**src/rtl/multdiv_ctrl.sv**
```systemverilog
// Sequencer between the execute stage and the shared iterative mult/div unit:
// accepts one op, pulses start, stalls while the unit iterates, then hands the result to writeback.
module multdiv_ctrl #(
  parameter int          TIMEOUT = 40,
  parameter logic [4:0]  RSTATUS = 5'd30
) (
  input  logic        clk,
  input  logic        rst,
  input  logic        op_valid,
  input  logic        op_is_div,
  input  logic [31:0] op_a,
  input  logic [31:0] op_b,
  input  logic [4:0]  op_rd,
  output logic        op_ready,
  output logic        stall,
  input  logic        flush,
  output logic [31:0] md_operandA,
  output logic [31:0] md_operandB,
  output logic        ctrl_MULT,
  output logic        ctrl_DIV,
  input  logic [31:0] md_result,
  input  logic        md_exception,
  input  logic        md_resultRDY,
  output logic        wb_valid,
  output logic [4:0]  wb_rd,
  output logic [31:0] wb_data,
  output logic        wb_exception,
  input  logic        wb_ack
);

  typedef enum logic [1:0] {IDLE, START, BUSY, DONE} state_t;

  localparam logic [7:0] CNT_LAST = 8'(TIMEOUT - 1);

  state_t      state_q, state_d;
  logic        is_div_q, is_div_d;
  logic [31:0] op_a_q, op_a_d;
  logic [31:0] op_b_q, op_b_d;
  logic [4:0]  rd_q, rd_d;
  logic [7:0]  cnt_q, cnt_d;
  logic [31:0] res_q, res_d;
  logic        exc_q, exc_d;

  always_ff @(posedge clk or negedge rst) begin
    if (!rst) begin
      state_q  <= IDLE;
      is_div_q <= 1'b0;
      op_a_q   <= '0;
      op_b_q   <= '0;
      rd_q     <= '0;
      cnt_q    <= '0;
      res_q    <= '0;
      exc_q    <= 1'b0;
    end else begin
      state_q  <= state_d;
      is_div_q <= is_div_d;
      op_a_q   <= op_a_d;
      op_b_q   <= op_b_d;
      rd_q     <= rd_d;
      cnt_q    <= cnt_d;
      res_q    <= res_d;
      exc_q    <= exc_d;
    end
  end

  always_comb begin
    state_d  = state_q;
    is_div_d = is_div_q;
    op_a_d   = op_a_q;
    op_b_d   = op_b_q;
    rd_d     = rd_q;
    cnt_d    = cnt_q;
    res_d    = res_q;
    exc_d    = exc_q;
    case (state_q)
      IDLE: begin
        if (op_valid && !flush) begin
          is_div_d = op_is_div;
          op_a_d   = op_a;
          op_b_d   = op_b;
          rd_d     = op_rd;
          exc_d    = 1'b0;
          state_d  = START;
        end
      end
      // Any RDY seen here belongs to the previous op and is deliberately ignored.
      START: begin
        if (flush) begin
          state_d = IDLE;
        end else begin
          cnt_d   = '0;
          state_d = BUSY;
        end
      end
      BUSY: begin
        if (flush) begin
          state_d = IDLE;
        end else begin
          cnt_d = cnt_q + 8'd1;
          if (md_resultRDY) begin
            res_d   = md_result;
            exc_d   = md_exception;
            state_d = DONE;
          end else if (cnt_q == CNT_LAST) begin
            exc_d   = 1'b1;
            state_d = DONE;
          end
        end
      end
      DONE: begin
        if (flush || wb_ack) state_d = IDLE;
      end
      default: state_d = IDLE;
    endcase
  end

  assign op_ready     = (state_q == IDLE);
  assign stall        = (state_q != IDLE);
  assign md_operandA  = op_a_q;
  assign md_operandB  = op_b_q;
  assign ctrl_DIV     = (state_q == START) &&  is_div_q;
  assign ctrl_MULT    = (state_q == START) && !is_div_q;
  assign wb_valid     = (state_q == DONE);
  assign wb_exception = (state_q == DONE) && exc_q;

  // Exceptions report through the status register with a cause code: 5 for divide, 4 for multiply.
  always_comb begin
    wb_rd   = '0;
    wb_data = '0;
    if (state_q == DONE) begin
      if (exc_q) begin
        wb_rd   = RSTATUS;
        wb_data = is_div_q ? 32'd5 : 32'd4;
      end else begin
        wb_rd   = rd_q;
        wb_data = res_q;
      end
    end
  end

endmodule
```
**config.mk**
```make
export PLATFORM = sky130hd
export DESIGN_NAME = multdiv_ctrl
export DESIGN_NICKNAME = d
export VERILOG_FILES = /design/src/rtl/multdiv_ctrl.sv
export SDC_FILE = /design/constraint.sdc
export NUM_CORES = 1
export LEC_CHECK = 0
export CORE_MARGIN = 5
export CORE_UTILIZATION = 45
export DETAILED_ROUTE_END_ITERATION = 12
export PLACE_DENSITY = 0.86
export RECOVER_POWER = 50
export SETUP_SLACK_MARGIN = 0.02
export SYNTH_ARGS = -nofsm -noshare
export SYNTH_HDL_FRONTEND = slang
export SYNTH_SLANG_ARGS = --single-unit
```
**constraint.sdc**
```tcl
create_clock -name clk -period 3.1 [get_ports clk]
set_clock_uncertainty 0.05 [all_clocks]
set_input_delay 0.93 -clock clk [delete_from_list [all_inputs] [get_ports clk]]
set_output_delay 0.93 -clock clk [all_outputs]
set_load 0.01 [all_outputs]
```
==> flow_summary.html <==
<table>
<tr><th>Metric</th><th>Value</th></tr>
<tr><th colspan="2">Route</th></tr>
<tr><td>Vias after detailed routing</td><td>3619</td></tr>
<tr><td>Remaining antenna violation count</td><td>0</td></tr>
<tr><td>Post-detailed-routing wire length</td><td>around 13 mm</td></tr>
<tr><td>Final routed wire length divided by cell count</td><td>between 15 and 20 um</td></tr>
<tr><td>Drt first-iter violations</td><td>123</td></tr>
<tr><td>Count of TritonRoute iterations in the first routing pass</td><td>5</td></tr>
<tr><td>Total DRC errors in the routed layout</td><td>0</td></tr>
<tr><td>Via density per instance</td><td>around 5.1</td></tr>
<tr><th colspan="2">Placement</th></tr>
<tr><td>Final weighted congestion in routability-driven placement</td><td>0.827</td></tr>
<tr><td>Post-DP HPWL</td><td>9.50 mm</td></tr>
<tr><td>Post-Place Setup Slack</td><td>about 220 ps</td></tr>
<tr><td>Count of port buffers added during placement</td><td>approximately 220</td></tr>
<tr><th colspan="2">STA</th></tr>
<tr><td>Final TNS setup</td><td>0 ps</td></tr>
<tr><td>Worst Tran Pin Value</td><td>1350 ps</td></tr>
<tr><td>Maximum achievable frequency</td><td>333 MHz</td></tr>
<tr><td>Unrepaired setup endpoints after global routing</td><td>no</td></tr>
<tr><td>Number of max-slew violations in the final report</td><td>0</td></tr>
<tr><td>Fin crit share</td><td>0.969</td></tr>
<tr><td>Total setup violations reported at the end of the flow</td><td>0</td></tr>
<tr><td>Time the worst path needs with I/O delays and setup</td><td>3000 ps</td></tr>
<tr><td>Smallest hold slack</td><td>around 430 ps</td></tr>
<tr><td>Worst slew slack as a fraction of its limit</td><td>0.0990</td></tr>
<tr><td>Final-report hold violation count</td><td>0</td></tr>
<tr><td>Worst setup margin</td><td>between 90 and 100 ps</td></tr>
<tr><th colspan="2">Min path</th></tr>
<tr><td>Min-Delay Endpoint</td><td>md_operandB[21]</td></tr>
<tr><td>Start point of the worst hold path</td><td>md_operandB[21]</td></tr>
<tr><td>Worst min path class</td><td>register to register</td></tr>
<tr><td>Worst hold stages</td><td>1</td></tr>
<tr><th colspan="2">Synth</th></tr>
<tr><td>Seq/Total Area, Yosys</td><td>0.591</td></tr>
<tr><td>Post-synthesis net count</td><td>approximately 450</td></tr>
<tr><td>Library cell occupying the most area in the post-synthesis netlist</td><td>dfrtp_1</td></tr>
<tr><td>Post-synthesis instance area</td><td>0.00478 sq mm</td></tr>
<tr><td>Area contributors post-synth</td><td>dfrtp_1, mux2_2, and3_1, mux2_1, buf_6</td></tr>
<tr><td>Yosys reg bits</td><td>about 110</td></tr>
<tr><td>Ranking of synthesized cells by instance count</td><td>dfrtp_1, mux2_2, and3_1, nor2_1, mux2_1</td></tr>
<tr><td>Warnings from Yosys</td><td>0</td></tr>
<tr><td>Number of distinct library cells after synthesis</td><td>36</td></tr>
<tr><td>Commonest register cell after synthesis</td><td>dfrtp_1</td></tr>
<tr><td>Share of synthesized registers carrying an async set or reset</td><td>1.00</td></tr>
<tr><td>Mean Syn Cell Area</td><td>between 10 and 15 sq um</td></tr>
<tr><td>Number of flops mapped to enable cells by yosys</td><td>0</td></tr>
<tr><td>Proportion of netlist area held by the largest area contributor</td><td>0.591</td></tr>
<tr><td>Most frequently used cell type in the post-synthesis netlist</td><td>dfrtp_1</td></tr>
<tr><td>Gate count after technology mapping</td><td>339</td></tr>
<tr><th colspan="2">Setup path</th></tr>
<tr><td>Worst reg2reg path endpoint</td><td>md_operandA[24]</td></tr>
<tr><td>Critical path capture point type</td><td>output port</td></tr>
<tr><td>Sort of element at the start of the critical path</td><td>register</td></tr>
<tr><td>Crit Path Class</td><td>register to output port</td></tr>
<tr><td>Arrival time at the worst endpoint</td><td>around 2000 ps</td></tr>
<tr><td>Data required time of the critical path</td><td>~2100 ps</td></tr>
<tr><td>Length in cells of the worst reg-to-reg path</td><td>4</td></tr>
<tr><td>Slack of the worst reg-to-reg path</td><td>between 500 and 600 ps</td></tr>
<tr><td>Worst R2R Start</td><td>state_q[0]</td></tr>
<tr><td>Largest fanout of any net on the critical path</td><td>32</td></tr>
<tr><th colspan="2">GRT</th></tr>
<tr><td>Overall routing resource usage</td><td>0.206</td></tr>
<tr><td>Overall overflow remaining after global route</td><td>0</td></tr>
<tr><td>Global-route wire length before repair</td><td>about 21 mm</td></tr>
<tr><td>Initial antenna violation count</td><td>0</td></tr>
<tr><td>Via count of the first global-routing pass</td><td>4084</td></tr>
<tr><td>Largest net degree at the start of global routing</td><td>55</td></tr>
<tr><th colspan="2">Clock tree</th></tr>
<tr><td>Depth of the CTS H-tree</td><td>4</td></tr>
<tr><td>Root buf cell</td><td>clkbuf_8</td></tr>
<tr><td>Number of CTS-inserted buffers</td><td>17</td></tr>
<tr><td>Maximum clock insertion buffer count</td><td>2</td></tr>
<tr><td>Clock sinks</td><td>113</td></tr>
<tr><td>Clock tree from TritonCTS</td><td>yes</td></tr>
<tr><td>Postcts setup bufs</td><td>0</td></tr>
<tr><td>Clk slew on worst S/H paths</td><td>~60 ps</td></tr>
<tr><td>Hold-fix buffers, CTS</td><td>0</td></tr>
<tr><td>Worst skew pair latency</td><td>510 ps</td></tr>
<tr><th colspan="2">Finish</th></tr>
<tr><td>Nets@finish</td><td>~680</td></tr>
<tr><td>Layout cell share with drive strength beyond 1</td><td>0.234</td></tr>
<tr><td>Antenna diode count</td><td>0</td></tr>
<tr><td>Area growth from synthesis to layout</td><td>60.1%</td></tr>
<tr><th colspan="2">Floorplanning</th></tr>
<tr><td>FP Rows</td><td>37</td></tr>
<tr><td>Area enclosed by the die boundary</td><td>0.0128 sq mm</td></tr>
<tr><td>Core area</td><td>slightly above 0.01 sq mm</td></tr>
<tr><td>Vertical die dimension</td><td>113 um</td></tr>
<tr><td>Die width</td><td>between 100 and 150 um</td></tr>
<tr><td>Initial core utilization</td><td>0.463</td></tr>
<tr><td>Boundary pin count</td><td>216</td></tr>
<tr><th colspan="2">Run status</th></tr>
<tr><td>Status</td><td>finished, final reports clean</td></tr>
<tr><th colspan="2">Pwr</th></tr>
<tr><td>Power density over cell area</td><td>715 mW/mm^2</td></tr>
<tr><td>Sum of internal, switching and leakage power</td><td>~5500 uW</td></tr>
<tr><td>Leakage</td><td>between 0.003 and 0.004 uW</td></tr>
<tr><td>Largest voltage drop on the vdd net</td><td>0.415 mV</td></tr>
<tr><th colspan="2">Run</th></tr>
<tr><td>Max capacitance violation total</td><td>0</td></tr>
</table>
==> cell families after synthesis <==
kind of cell,after synthesis,share of synthesized area
AND/OR/NAND/NOR,70,0.0890
multiplexers,103,0.242
adder cells (fa/ha/maj),1,0.00262
AO/OA/AOI/OAI,22,0.0314
XOR/XNOR,2,0.00366
flip-flops,113,0.591
buffers and inverters,28,0.0398
==> stage by stage <==
step / area [sq um] / utilization / std cells
final: 7650 / 0.741 / 714
after CTS: 7710 / 0.747 / 714
after floorplan: 4780 / - / 339
after global routing: 7650 / 0.741 / 714
after global placement: 7090 / 0.686 / 682
after detailed placement: 7090 / 0.686 / 682
==> metal layers <==
| metal | share of wire | vias up | global-route usage | wire length (um) |
|---|---|---|---|---|
| met5 | 0 | - | 0 | 0 |
| met4 | 0.021 | 0 | 0.0801 | 274 |
| met3 | 0.10 | 22 | 0.0818 | 1310 |
| met2 | 0.50 | 175 | 0.355 | 6500 |
| met1 | 0.38 | 1756 | 0.228 | 4910 |
| li1 | - | 1666 | - | - |
==> timing repair <==
| item | in CTS | in global routing |
|---|---|---|
| gates resized for setup | 2 | 3 |
| setup endpoints to repair | 25 | 25 |
| pin swaps | 0 | 0 |
==> cell usage in the layout, fill, tap and decap left out, types with 3 or more instances in the layout <==
cell             instances
clkdlybuf4s50_1        212
dfrtp_1                113
mux2_2                  90
and3_1                  33
clkbuf_16               16
nor2_1                  14
mux2_1                  12
o21ai_0                  7
inv_1                    6
clkbuf_8                 6
nand3_1                  5
clkbuf_1                 4
buf_4                    4
nor3b_1                  3
o211ai_1                 3
a211oi_1                 3
clkinvlp_4               3
clkinv_2                 3
bufinv_16                3
clkbuf_2                 3
==> layout make-up <==
class / count / area (sq um)
multi-input cells: 198 / 1750
fillers: 669 / 2670
flip-flops and latches: 113 / 2830
clock buffers: 23 / 487
well taps: 136 / 170
clock inverters: 9 / 128
repair buffers: 228 / 2270
inverters: 7 / 26.3
==> sequential cells by signal, summed over array words and instances, names as in the netlist <==
name / flops
exc_q: 1
state_q: 2
res_q: 32
cnt_q: 8
md_operandB: 32
rd_q: 5
md_operandA: 32
is_div_q: 1
==> critical path, stage by stage (launching register included) <==
cell	delay, ps
dfrtp_1	370
nand2_1	90
inv_1	100
buf_8	190
and3_1	200
clkdlybuf4s50_1	540
==> report_power, final <==
part	internal (uW)	switching, uW
combinational	874	513
clock	1330	651
sequential	1890	221
==> worst max path at each step <==
stage,from,end,slack [ps],depth (start not counted)
after floorplan,state_q[0],wb_data[24],730,5
after global placement,flush,res_q[24],280,5
after detailed placement,flush,res_q[15],220,5
after CTS,exc_q,wb_data[31],40,4
after global routing,state_q[0],wb_data[25],30,5
final,state_q[0],wb_data[24],100,5
(Power assumes the default switching activity.)
